`config.mk`:
```
export PLATFORM = sky130hd
export DESIGN_NAME = digit_serial_alu
export DESIGN_NICKNAME = d
export VERILOG_FILES = /design/src/rtl/digit_serial_alu_pkg.sv /design/src/rtl/digit_serial_alu_digit.sv /design/src/rtl/digit_serial_alu.sv
export SDC_FILE = /design/constraint.sdc
export NUM_CORES = 1
export LEC_CHECK = 0
export ABC_AREA = 0
export BUFFER_PORTS_ARGS = -buffer_cell sky130_fd_sc_hd__clkbuf_2
export CAP_MARGIN = 10
export CORE_AREA = 2 2 60 105
export DETAILED_ROUTE_END_ITERATION = 8
export DIE_AREA = 0 0 62 107
export PLACE_DENSITY = 0.78
export SKIP_CTS_REPAIR_TIMING = 1
export SLEW_MARGIN = 20
export SYNTH_ARGS = -nofsm -noshare
export SYNTH_HDL_FRONTEND = slang
export SYNTH_SLANG_ARGS = --single-unit
export TNS_END_PERCENT = 1
```
`constraint.sdc`:
```
create_clock -name clk -period 3.6 [get_ports clk]
set_input_delay 0.36 -clock clk [delete_from_list [all_inputs] [get_ports clk]]
set_output_delay 0.36 -clock clk [all_outputs]
set_load 0.02 [all_outputs]
```
`src/rtl/digit_serial_alu_pkg.sv`:
```
// Shared types for the digit-serial ALU: operation codes and FSM states.
// Optional SLT support is controlled by the ALU_SLT_EN macro in the slice and top.
package alu_pkg;

    typedef enum logic [1:0] {
        OP_AND = 2'b00,
        OP_OR  = 2'b01,
        OP_ADD = 2'b10,
        OP_SLT = 2'b11
    } alu_op_e;

    typedef enum logic [1:0] {
        IDLE,
        RUN,
        DONE
    } alu_state_e;

endpackage

```
`src/rtl/digit_serial_alu_digit.sv`:
```
// Combinational DIGIT-bit ALU slice with operand inversion and carry chain.
// Macro ALU_SLT_EN: when undefined, OP_SLT yields zero result and zero carries.
module alu_digit
    import alu_pkg::*;
#(
    parameter int unsigned DIGIT = 4
) (
    input  logic [DIGIT-1:0] a,
    input  logic [DIGIT-1:0] b,
    input  logic             a_invert,
    input  logic             b_invert,
    input  logic             carry_in,
    input  alu_op_e          op,
    output logic [DIGIT-1:0] y,
    output logic             carry_out,
    output logic             carry_msb
);

    logic [DIGIT-1:0] am;
    logic [DIGIT-1:0] bm;
    logic [DIGIT:0]   sum;

    always_comb begin
        am        = a_invert ? ~a : a;
        bm        = b_invert ? ~b : b;
        sum       = {1'b0, am} + {1'b0, bm} + {{DIGIT{1'b0}}, carry_in};
        y         = '0;
        carry_out = 1'b0;
        carry_msb = 1'b0;
        case (op)
            OP_AND: y = am & bm;
            OP_OR:  y = am | bm;
`ifdef ALU_SLT_EN
            OP_ADD, OP_SLT: begin
`else
            OP_ADD: begin
`endif
                y         = sum[DIGIT-1:0];
                carry_out = sum[DIGIT];
                // Carry into the MSB recovered from the MSB sum bit; valid for DIGIT == 1 too.
                carry_msb = sum[DIGIT-1] ^ am[DIGIT-1] ^ bm[DIGIT-1];
            end
            default: ;
        endcase
    end

endmodule

```
`src/rtl/digit_serial_alu.sv`:
```
// Multi-cycle ALU reusing one DIGIT-bit slice over WIDTH/DIGIT cycles, LSB digit first.
// Macro ALU_SLT_EN enables op 11 (SLT); otherwise op 11 is a no-op returning zero.
module digit_serial_alu
    import alu_pkg::*;
#(
    parameter int unsigned WIDTH = 16,
    parameter int unsigned DIGIT = 4
) (
    input  logic             clk,
    input  logic             rst_n,
    input  logic             in_valid,
    output logic             in_ready,
    input  logic [WIDTH-1:0] a,
    input  logic [WIDTH-1:0] b,
    input  logic             a_invert,
    input  logic             b_invert,
    input  logic             carry_in,
    input  logic [1:0]       op,
    output logic             out_valid,
    input  logic             out_ready,
    output logic [WIDTH-1:0] result,
    output logic             carry_out,
    output logic             overflow,
    output logic             zero
);

    localparam int unsigned N  = WIDTH / DIGIT;
    localparam int unsigned CW = (N > 1) ? $clog2(N) : 1;
    localparam logic [CW-1:0] LAST = CW'(N - 1);

    generate
        if (WIDTH % DIGIT != 0) begin : g_bad_width
            $error("digit_serial_alu: WIDTH must be a multiple of DIGIT");
        end
    endgenerate

    alu_state_e       state, state_n;
    logic [CW-1:0]    cnt;
    logic             carry_r;
    logic [WIDTH-1:0] a_r, b_r;
    logic             ainv_r, binv_r;
    alu_op_e          op_r;

    logic [DIGIT-1:0] dig_y;
    logic             dig_cout, dig_cmsb;
    logic [WIDTH-1:0] res_n;
    logic             ovf_n;

    alu_digit #(.DIGIT(DIGIT)) u_digit (
        .a         (a_r[cnt*DIGIT +: DIGIT]),
        .b         (b_r[cnt*DIGIT +: DIGIT]),
        .a_invert  (ainv_r),
        .b_invert  (binv_r),
        .carry_in  (carry_r),
        .op        (op_r),
        .y         (dig_y),
        .carry_out (dig_cout),
        .carry_msb (dig_cmsb)
    );

    always_comb begin
        state_n   = state;
        in_ready  = 1'b0;
        out_valid = 1'b0;
        case (state)
            IDLE: begin
                in_ready = 1'b1;
                if (in_valid) state_n = RUN;
            end
            RUN:  if (cnt == LAST) state_n = DONE;
            DONE: begin
                out_valid = 1'b1;
                if (out_ready) state_n = IDLE;
            end
            default: state_n = IDLE;
        endcase
    end

    always_comb begin
        res_n = result;
        res_n[cnt*DIGIT +: DIGIT] = dig_y;
        ovf_n = dig_cmsb ^ dig_cout;
`ifdef ALU_SLT_EN
        // Only meaningful on the last digit, where dig_y holds the sum MSB.
        if (op_r == OP_SLT) begin
            res_n    = '0;
            res_n[0] = dig_y[DIGIT-1] ^ ovf_n;
        end
`endif
    end

    always_ff @(posedge clk) begin
        if (!rst_n) state <= IDLE;
        else        state <= state_n;
    end

    always_ff @(posedge clk) begin
        if (!rst_n) begin
            cnt       <= '0;
            carry_r   <= 1'b0;
            a_r       <= '0;
            b_r       <= '0;
            ainv_r    <= 1'b0;
            binv_r    <= 1'b0;
            op_r      <= OP_AND;
            result    <= '0;
            carry_out <= 1'b0;
            overflow  <= 1'b0;
            zero      <= 1'b0;
        end else begin
            case (state)
                IDLE: if (in_valid) begin
                    a_r     <= a;
                    b_r     <= b;
                    ainv_r  <= a_invert;
                    binv_r  <= b_invert;
                    op_r    <= alu_op_e'(op);
                    carry_r <= carry_in;
                    cnt     <= '0;
                end
                RUN: begin
                    result  <= res_n;
                    carry_r <= dig_cout;
                    if (cnt == LAST) begin
                        cnt       <= '0;
                        carry_out <= dig_cout;
                        overflow  <= ovf_n;
                        zero      <= (res_n == '0);
                    end else begin
                        cnt <= cnt + 1'b1;
                    end
                end
                default: ;
            endcase
        end
    end

endmodule

```
==> results of run 1 <==
-- cell type report --
class | count | area [sq um]
multi-input cells | 263 | 1780
inverters | 13 | 48.8
clock buffers | 12 | 155
fillers | 509 | 2060
clock inverters | 4 | 95.1
well taps | 78 | 97.6
repair buffers | 66 | 343
flip-flops and latches | 60 | 1200
-- per-layer routing --
layer | share of wire, % | up-vias | wire length [um]
li1 | - | 1320 | -
met1 | 39 | 1241 | 2710
met2 | 55 | 61 | 3790
met3 | 3.4 | 16 | 233
met4 | 2.7 | 0 | 190
met5 | 0 | - | 0
-- stage by stage --
step | power [W] | instances | util, %
after global routing | 0.00186 | 496 | 64.4
after global placement | 0.00101 | 480 | 60.0
after detailed placement | 0.00102 | 480 | 60.0
final | 0.00177 | 496 | 64.4
after CTS | 0.00178 | 496 | 64.4
after floorplan | 0.000945 | 357 | -
-- power groups by stage --
stage	logic (W)	clock network, W	registers (W)
floorplan	0.000224	0	0.000721
global placement	0.000281	0	0.000729
detailed placement	0.000292	0	0.000731
CTS	0.000294	0.000770	0.000716
global route	0.000331	0.000806	0.000719
finish	0.000292	0.000767	0.000715
-- synth_stat cells, types with 3 or more instances --
| cell type | instances | area [sq um] |
|---|---|---|
| clkbuf_1 | 13 | 48.8 |
| xor2_1 | 7 | 61.3 |
| buf_1 | 3 | 11.3 |
| nor2_1 | 7 | 26.3 |
| nor4_1 | 4 | 25.0 |
| nand2_1 | 92 | 345 |
| and2_1 | 7 | 43.8 |
| mux4_2 | 8 | 180 |
| a21boi_1 | 8 | 60.1 |
| inv_1 | 12 | 45.0 |
| ha_1 | 14 | 175 |
| xnor2_1 | 3 | 26.3 |
| nor2b_1 | 14 | 87.6 |
| a22oi_1 | 8 | 60.1 |
| nand4_1 | 3 | 18.8 |
| dfxtp_1 | 60 | 1200 |
| buf_2 | 4 | 20.0 |
| nand3_1 | 4 | 20.0 |
| o21ai_0 | 9 | 45.0 |
| nor3_1 | 5 | 25.0 |
| nand2b_1 | 7 | 43.8 |
| a21boi_0 | 34 | 255 |
-- how the worst max path moves through the flow --
| stage | end | slack [ps] | cells past startpoint | startpoint |
|---|---|---|---|---|
| after floorplan | zero | 400 | 12 | cnt[0] |
| after global placement | zero | 590 | 11 | cnt[0] |
| after detailed placement | zero | 480 | 11 | cnt[0] |
| after CTS | zero | 450 | 11 | cnt[0] |
| after global routing | zero | 270 | 11 | cnt[0] |
| final | zero | 450 | 11 | cnt[0] |
-- state kept, by name, indices dropped and copies added (netlist names) --
| register | count |
|---|---|
| a_r | 16 |
| carry_r | 1 |
| b_r | 16 |
| op_r | 2 |
| binv_r | 1 |
| zero | 1 |
| result | 16 |
| overflow | 1 |
| carry_out | 1 |
| ainv_r | 1 |
| state | 2 |
| cnt | 2 |
-- tightest hold or removal path: cells and delay by family --
kind                   cells  cell delay [ps]
buffers and inverters      1               80
AND/OR/NAND/NOR            1               40
AO/OA/AOI/OAI              1               40
-- cell families (layout without fill, tap and decap cells) --
family | Yosys count | in the layout | synth area share (%)
flip-flops | 60 | 60 | 38.5
AO/OA/AOI/OAI | 76 | 76 | 17.4
XOR/XNOR | 13 | 13 | 4.73
multiplexers | 10 | 10 | 6.41
buffers and inverters | 34 | 95 | 4.49
AND/OR/NAND/NOR | 148 | 148 | 21.6
adder cells (fa/ha/maj) | 16 | 16 | 6.89
==> metrics.txt, run 1 <==
die height=107 um; min Tclk post-route=3150 ps; cts bufs inserted=9; number of synthesized flops with an enable pin=0; Critical Path Most Common Cell=fa_1; flops & latches, synth=60; Global Route met3 Usage=approximately 5.3%; post-synthesis sequential area ratio=between 30 and 40%; DIE WIDTH=a little over 60 um; P_sw=0.000450 W; combinational share of power=roughly 17%; Worst Path Arrival=3390 ps; max-slew violation count=0; CP required=3840 ps; average cell area after synthesis=8.75 sq um; Max Root-Sink Buffers=2; vias per std cell=between 5 and 6; Top Usage Layer GRT=met2; WL final=6.93 mm; main flop type after synthesis=dfxtp_1; GRT Util Overall=23.4%; I/O Buffers=61; H-tree Lvls=3; status=completed; Buf/Inv on CP=1; final setup fails=0; Clock Skew=10.7 ps; Clk pwr share=43.2%; crit share post-route=87.5%; share of total power in sequential cells=40.3%; worst-margin pin slew=1000 ps; via count=2,638; peak supply drop=0.444 mV; Placed Area=0.00347 sq mm; Internal=0.00132 W; remaining antenna violation count after routing=0; ratio of cells with drive above 1 in the final layout=22.5%; Pleak=1.56 nW; Boundary Pins=slightly above 60; core area=0.00579 sq mm; most frequent cells in the layout=91 x nand2_1, 61 x clkbuf_2, 60 x dfxtp_1, 34 x a21boi_0; crit path launch type=flip-flop; commonest non-fill, non-tap cell in the layout=nand2_1; vias in the first global route=approximately 2,600; Hold Path Class=primary input to flip-flop; Antenna diodes=0; effective utilization at floorplan=54.0%; Critical Path End Type=flip-flop; CTS tree=built; clock sinks=60; Iter 0 DRT Violations=around 140; critical setup path kind=flip-flop to flip-flop; Worst slew margin=33.1%; Hold Path Depth=3; switch share=25.4%; Detail Placement HPWL=5.06 mm; # Max-Cap Violations=0; Clock transition at path regs=70 ps; Critical Path Max Stage Delay=540 ps; DRC Markers=0; cells on worst reg2reg path=11; critical path, cell by cell=mux4_2 -> xor2_1 -> inv_1 -> fa_1 -> fa_1 -> xnor2_1 -> mux2i_1 -> o22a_1 -> nand3b_1 -> o211ai_1 -> a32o_1; routability congestion estimate=approximately 0.9; Die ar.=0.00663 sq mm; R2R Path Start=cnt[0]; FP Rows=37; WL/cell=14.0 um; min-delay src=b[9]; DR pass1 iterations=4; first-pass GRT wire length=11.5 mm; M2 GR Usage=between 40% and 50%; Nets=470; PwrDens=between 400 and 500 mW/mm^2; design area=approximately 0.0037 sq mm; RSZ-0062 raised after global routing=false; setup TNS=0 ps; Mapped Area=0.00312 sq mm; initial antenna violation count=0; CP Max Fanout=5; family with the most delay on the worst path=adder cells; global route overflow=0; met1 Use GR=about a quarter; hold slack=approximately 220 ps; P&R area growth vs syn=19.3%; largest net degree at the start of global routing=63; critical path's slowest cell=mux4_2; Yosys warnings=0; Worst R2R End=zero; worst setup margin=448 ps; Worst Hold End=b_r[9]; CTS root buf=clkbuf_8; worst skew pair latency=350 ps; flop-to-flop setup slack=450 ps; Syn Inst Count=357; Setup WS pre-CTS=around 480 ps; syn nets=~410; ys async rst share=0%; Hold Fails Final Rpt=0; distinct cell type count after synthesis=42; Max Clock Freq=0.317 GHz
Power figures use the tool's default switching activity.
==> run 2: changes to the inputs <==
--- a/config.mk
+++ b/config.mk
@@ -8,10 +8,12 @@
 export ABC_AREA = 0
 export BUFFER_PORTS_ARGS = -buffer_cell sky130_fd_sc_hd__clkbuf_2
 export CAP_MARGIN = 10
-export CORE_AREA = 2 2 60 105
+export CORE_AREA = 2 2 59 103
+export CTS_BUF_LIST = sky130_fd_sc_hd__clkbuf_8
+export CTS_CLUSTER_SIZE = 28
 export DETAILED_ROUTE_END_ITERATION = 8
-export DIE_AREA = 0 0 62 107
-export PLACE_DENSITY = 0.78
+export DIE_AREA = 0 0 61 105
+export PLACE_DENSITY = 0.81
 export SKIP_CTS_REPAIR_TIMING = 1
 export SLEW_MARGIN = 20
 export SYNTH_ARGS = -nofsm -noshare
==> run 2 against run 1 <==
Core utilization grew 1.7 points. Die area is 3.5% lower. Clock power is 23% lower. Wire length down 4.8%. Sequential cell count did not move. Final cell count decreased by 0.60%. Register-to-register slack got worse by 90 ps. Non-clock buffer count fell by 1. Largest cell class unchanged. Highest routed layer unchanged.
==> metrics.txt, run 2 (synthesized netlist as in run 1, its figures left out) <==
worst setup path end=zero; die height=105 um; worst skew pair latency=350 ps; Placed Area=0.00346 sq mm; fillcell total=between 500 and 600; final non-filler cell total=493; Clock Skew=9.61 ps; RSZ-0062 raised after global routing=false; H-tree Lvls=3; clock sinks=60; max-slew violation count=0; most frequent cells in the layout=91 x nand2_1, 61 x clkbuf_2, 60 x dfxtp_1, 34 x a21boi_0, 16 x inv_1; routability congestion estimate=between 0.9 and 1; critical path's slowest cell=mux4_2; WL/cell=approximately 13 um; Critical Path Most Common Cell=fa_1; DRC Markers=0; critical setup path kind=flip-flop to flip-flop; Max Root-Sink Buffers=2; Worst slew margin=38.2%; via count=2,623; Nets=469; Critical Path Max Stage Delay=560 ps; final total power=0.00160 W; crit share post-route=90.1%; effective utilization at floorplan=56.4%; core area=0.00554 sq mm; critical path, cell by cell=mux4_2 -> xor2_1 -> inv_1 -> fa_1 -> fa_1 -> xnor2_1 -> mux2i_1 -> o22a_1 -> nand3b_1 -> o211ai_1 -> a32o_1; # placed instances=around 480; R2R Path Start=cnt[0]; cts bufs inserted=9; global route overflow=0; Boundary Pins=a little over 60; peak supply drop=0.244 mV; cells on worst reg2reg path=11; flop-to-flop setup slack=360 ps; commonest non-fill, non-tap cell in the layout=nand2_1; CTS tree=built; FP Rows=36; initial antenna violation count=0; vias per std cell=5.32; first-pass GRT wire length=roughly 11 mm; largest net degree at the start of global routing=63; worst-margin pin slew=926 ps; ratio of cells with drive above 1 in the final layout=21.6%; Clock transition at path regs=60 ps; min Tclk post-route=3240 ps; Pleak=1.54 nW; status=completed; design area=roughly 0.0037 sq mm; Critical Path End Type=flip-flop; PwrDens=436 mW/mm^2; Iter 0 DRT Violations=120; Hold Fails Final Rpt=0; CTS root buf=clkbuf_8; Max Clock Freq=0.308 GHz; crit path launch type=flip-flop; setup TNS=0 ps; Die ar.=between 0.006 and 0.007 sq mm; GRT Util Overall=23.8%; final setup fails=0; DIE WIDTH=61 um; remaining antenna violation count after routing=0; Layout Utilization=66.1%; WL final=around 6.6 mm; Antenna diodes=0; Worst Path Arrival=3490 ps; Detail Placement HPWL=4.94 mm; I/O Buffers=61; # Max-Cap Violations=0; Hold Path Class=primary input to flip-flop; vias in the first global route=2,654; Crit. Startpoint=cnt[0]; CP required=3840 ps; Top Registers=a_r (16), b_r (16), result (16); DR pass1 iterations=5; P&R area growth vs syn=17.2%; Worst R2R End=zero; CP Max Fanout=6
## run 2: cell count changes in the layout (fill, tap and decap cells not counted)
cell,delta
clkinv_2,-1
buf_4,-1
bufinv_16,-2
inv_1,+4
clkbuf_1,-1
## run 2: report_power, final
group	internal, W	switching [W]
Clock	0.000347	0.000246
Sequential	0.000694	0.0000232
Combinational	0.000133	0.000153
Total	0.00117	0.000423
## run 2: critical path, delay by kind of cell (launching register included)
| kind | cells | cell delay (ps) |
|---|---|---|
| adder cells (fa/ha/maj) | 2 | 830 |
| multiplexers | 2 | 650 |
| AO/OA/AOI/OAI | 3 | 560 |
| flip-flops | 1 | 520 |
| XOR/XNOR | 2 | 360 |
| AND/OR/NAND/NOR | 1 | 120 |
| buffers and inverters | 1 | 100 |
## run 2: per-layer routing
layer  GRT usage [%]  vias up  share of wire, %
met2            41.2       73                54
met5               0        -                 0
met4            12.6        0               4.1
met3            6.44       24               4.6
met1            24.7     1205                37
li1                -     1321                 -
## run 2: per-stage QoR
step / setup slack (ps) / hold WS, ps
2_1_floorplan: 396 / 432
3_3_place_gp: 412 / 445
3_5_place_dp: 357 / 449
4_1_cts: 341 / 222
5_1_grt: 70.5 / 234
6_report: 358 / 229
## run 2: layout make-up
class	count	area, sq um	share of cell area (%)
multi-input cells	263	1780	48.7
flip-flops and latches	60	1200	32.8
repair buffers	65	335	9.16
clock buffers	11	151	4.14
well taps	76	95.1	2.60
inverters	13	48.8	1.33
clock inverters	5	45.0	1.23
## run 2: worst min path at each step
stage                     cells past startpoint     from  slack (ps)       to
after floorplan                               2   a_r[8]         430   a_r[8]
after global placement                        2  b_r[11]         440  b_r[11]
after detailed placement                      2  b_r[10]         450  b_r[10]
after CTS                                     3    b[11]         220  b_r[11]
after global routing                          3    b[10]         230  b_r[10]
final                                         3    b[11]         230  b_r[11]
==> run 3: changes to the inputs <==
--- a/config.mk
+++ b/config.mk
@@ -13,7 +13,7 @@
 export CTS_CLUSTER_SIZE = 28
 export DETAILED_ROUTE_END_ITERATION = 8
 export DIE_AREA = 0 0 61 105
-export PLACE_DENSITY = 0.81
+export PLACE_DENSITY = 0.82
 export SKIP_CTS_REPAIR_TIMING = 1
 export SLEW_MARGIN = 20
 export SYNTH_ARGS = -nofsm -noshare
==> run 3 against run 2 <==
Register-to-register slack worse by 50 ps. Final area up 0.38%. Largest cell class unchanged. Fmax down 1.4%. Critical endpoint unchanged. Die area unchanged. Via count up 1.8%. Critical path depth unchanged. Global-route usage up 0.68 points. Worst setup slack worse by 46 ps.
==> metrics.txt, run 3 (synthesized netlist as in run 1, its figures left out) <==
Iter 0 DRT Violations=123; critical setup path kind=flip-flop to flip-flop; GRT Util Overall=about a quarter; CTS root buf=clkbuf_8; crit share post-route=between 90% and 100%; Critical Path Max Stage Delay=560 ps; ratio of cells with drive above 1 in the final layout=between 20 and 25%; largest net degree at the start of global routing=63; cts bufs inserted=9; Pleak=1.54 nW; peak supply drop=about 0.34 mV; final non-filler cell total=493; RSZ-0062 raised after global routing=false; DRC Markers=0; Worst Path Arrival=~3500 ps; Antenna diodes=0; Top Registers=a_r (16), b_r (16), result (16); core area=0.00554 sq mm; critical path, cell by cell=mux4_2 -> xor2_1 -> inv_1 -> fa_1 -> fa_1 -> xnor2_1 -> mux2i_1 -> o22a_1 -> nand3b_1 -> o211ai_1 -> a32o_1; critical path's slowest cell=mux4_2; Detail Placement HPWL=4.97 mm; Nets=470; commonest non-fill, non-tap cell in the layout=nand2_1; H-tree Lvls=3; worst-margin pin slew=around 970 ps; Max Root-Sink Buffers=2; final setup fails=0; fillcell total=462; via count=between 2,000 and 3,000; worst setup margin=between 300 and 400 ps; most frequent cells in the layout=91 x nand2_1, 61 x clkbuf_2, 60 x dfxtp_1, 34 x a21boi_0; routability congestion estimate=between 0.9 and 1; CP required=3850 ps; Clock Skew=7.74 ps; Setup WS pre-CTS=306 ps; I/O Buffers=61; DIE WIDTH=61 um; first-pass GRT wire length=11.6 mm; CTS tree=built; WL final=6.73 mm; Die ar.=0.00641 sq mm; Max Clock Freq=~0.3 GHz; cells on worst reg2reg path=11; worst skew pair latency=350 ps; FP Rows=36; CP Max Fanout=7; min-delay src=b[10]; Worst slew margin=between 30% and 40%; initial antenna violation count=0; global route overflow=0; vias in the first global route=2,630; Hold Path Depth=3; Hold Path Class=primary input to flip-flop; remaining antenna violation count after routing=0; clock sinks=60; Boundary Pins=62; WL/cell=~14 um; Crit. Startpoint=cnt[0]; R2R Path Start=cnt[0]; status=completed; P&R area growth vs syn=17.7%; Hold Fails Final Rpt=0; Clock transition at path regs=70 ps; Critical Path Most Common Cell=fa_1; # placed instances=478; min Tclk post-route=~3300 ps; # Max-Cap Violations=0; vias per std cell=~5.4; effective utilization at floorplan=between 50% and 60%; max-slew violation count=0; die height=105 um; DR pass1 iterations=4; PwrDens=443 mW/mm^2; Critical Path End Type=flip-flop; setup TNS=0 ps; crit path launch type=flip-flop
[run 3: cell count changes in the layout (fill, tap and decap cells not counted), sizes merged]
cell / previous run / this run
inv: 17 / 15
buf: 4 / 5
clkbuf: 72 / 73
[run 3: final timing paths]
kind / to / slack (ps)
setup / recovery: zero / 310
setup reg to reg: zero / 310
hold / removal: b_r[10] / 220
hold reg to reg: b_r[11] / 450
[run 3: critical path: cells and delay by family (launching register included)]
family	cells	cell delay, ps
adders and majority gates	2	840
and+or+nand+nor	1	120
xor gates and xnor gates	2	360
DFF	1	540
muxes	2	650
AOI/OAI and AO/OA	3	570
buffers and inverters	1	100
[run 3: layer usage]
layer / share of wire (%) / global-route usage, %
met1: 38 / 26.2
met2: 53 / 40.1
met3: 4.4 / 6.44
met4: 4.8 / 16.5
met5: 0 / 0
[run 3: through the flow]
step           instance area (sq um)  hold WS (ps)  total power, W  util, %
5_1_grt                         3670           224         0.00171     66.3
2_1_floorplan                   3120           432        0.000945        -
3_5_place_dp                    3470           444         0.00102     62.7
3_3_place_gp                    3470           440         0.00101     62.6
4_1_cts                         3670           212         0.00164     66.3
6_report                        3670           224         0.00163     66.3
[run 3: layout make-up]
| type | count | area (sq um) | share of cell area (%) |
|---|---|---|---|
| clock inverter | 3 | 37.5 | 1.02 |
| clock buffer | 12 | 165 | 4.49 |
| multi-input combinational | 263 | 1780 | 48.6 |
| inverter | 13 | 48.8 | 1.33 |
| timing repair buffer | 66 | 343 | 9.33 |
| sequential | 60 | 1200 | 32.7 |
| tap | 76 | 95.1 | 2.59 |
[run 3: report_power, final]
| part | leakage, nW | internal [W] | switching (W) |
|---|---|---|---|
| Sequential | 0.490 | 0.000693 | 0.0000232 |
| Combinational | 0.942 | 0.000134 | 0.000156 |
| Clock | 0.111 | 0.000367 | 0.000254 |
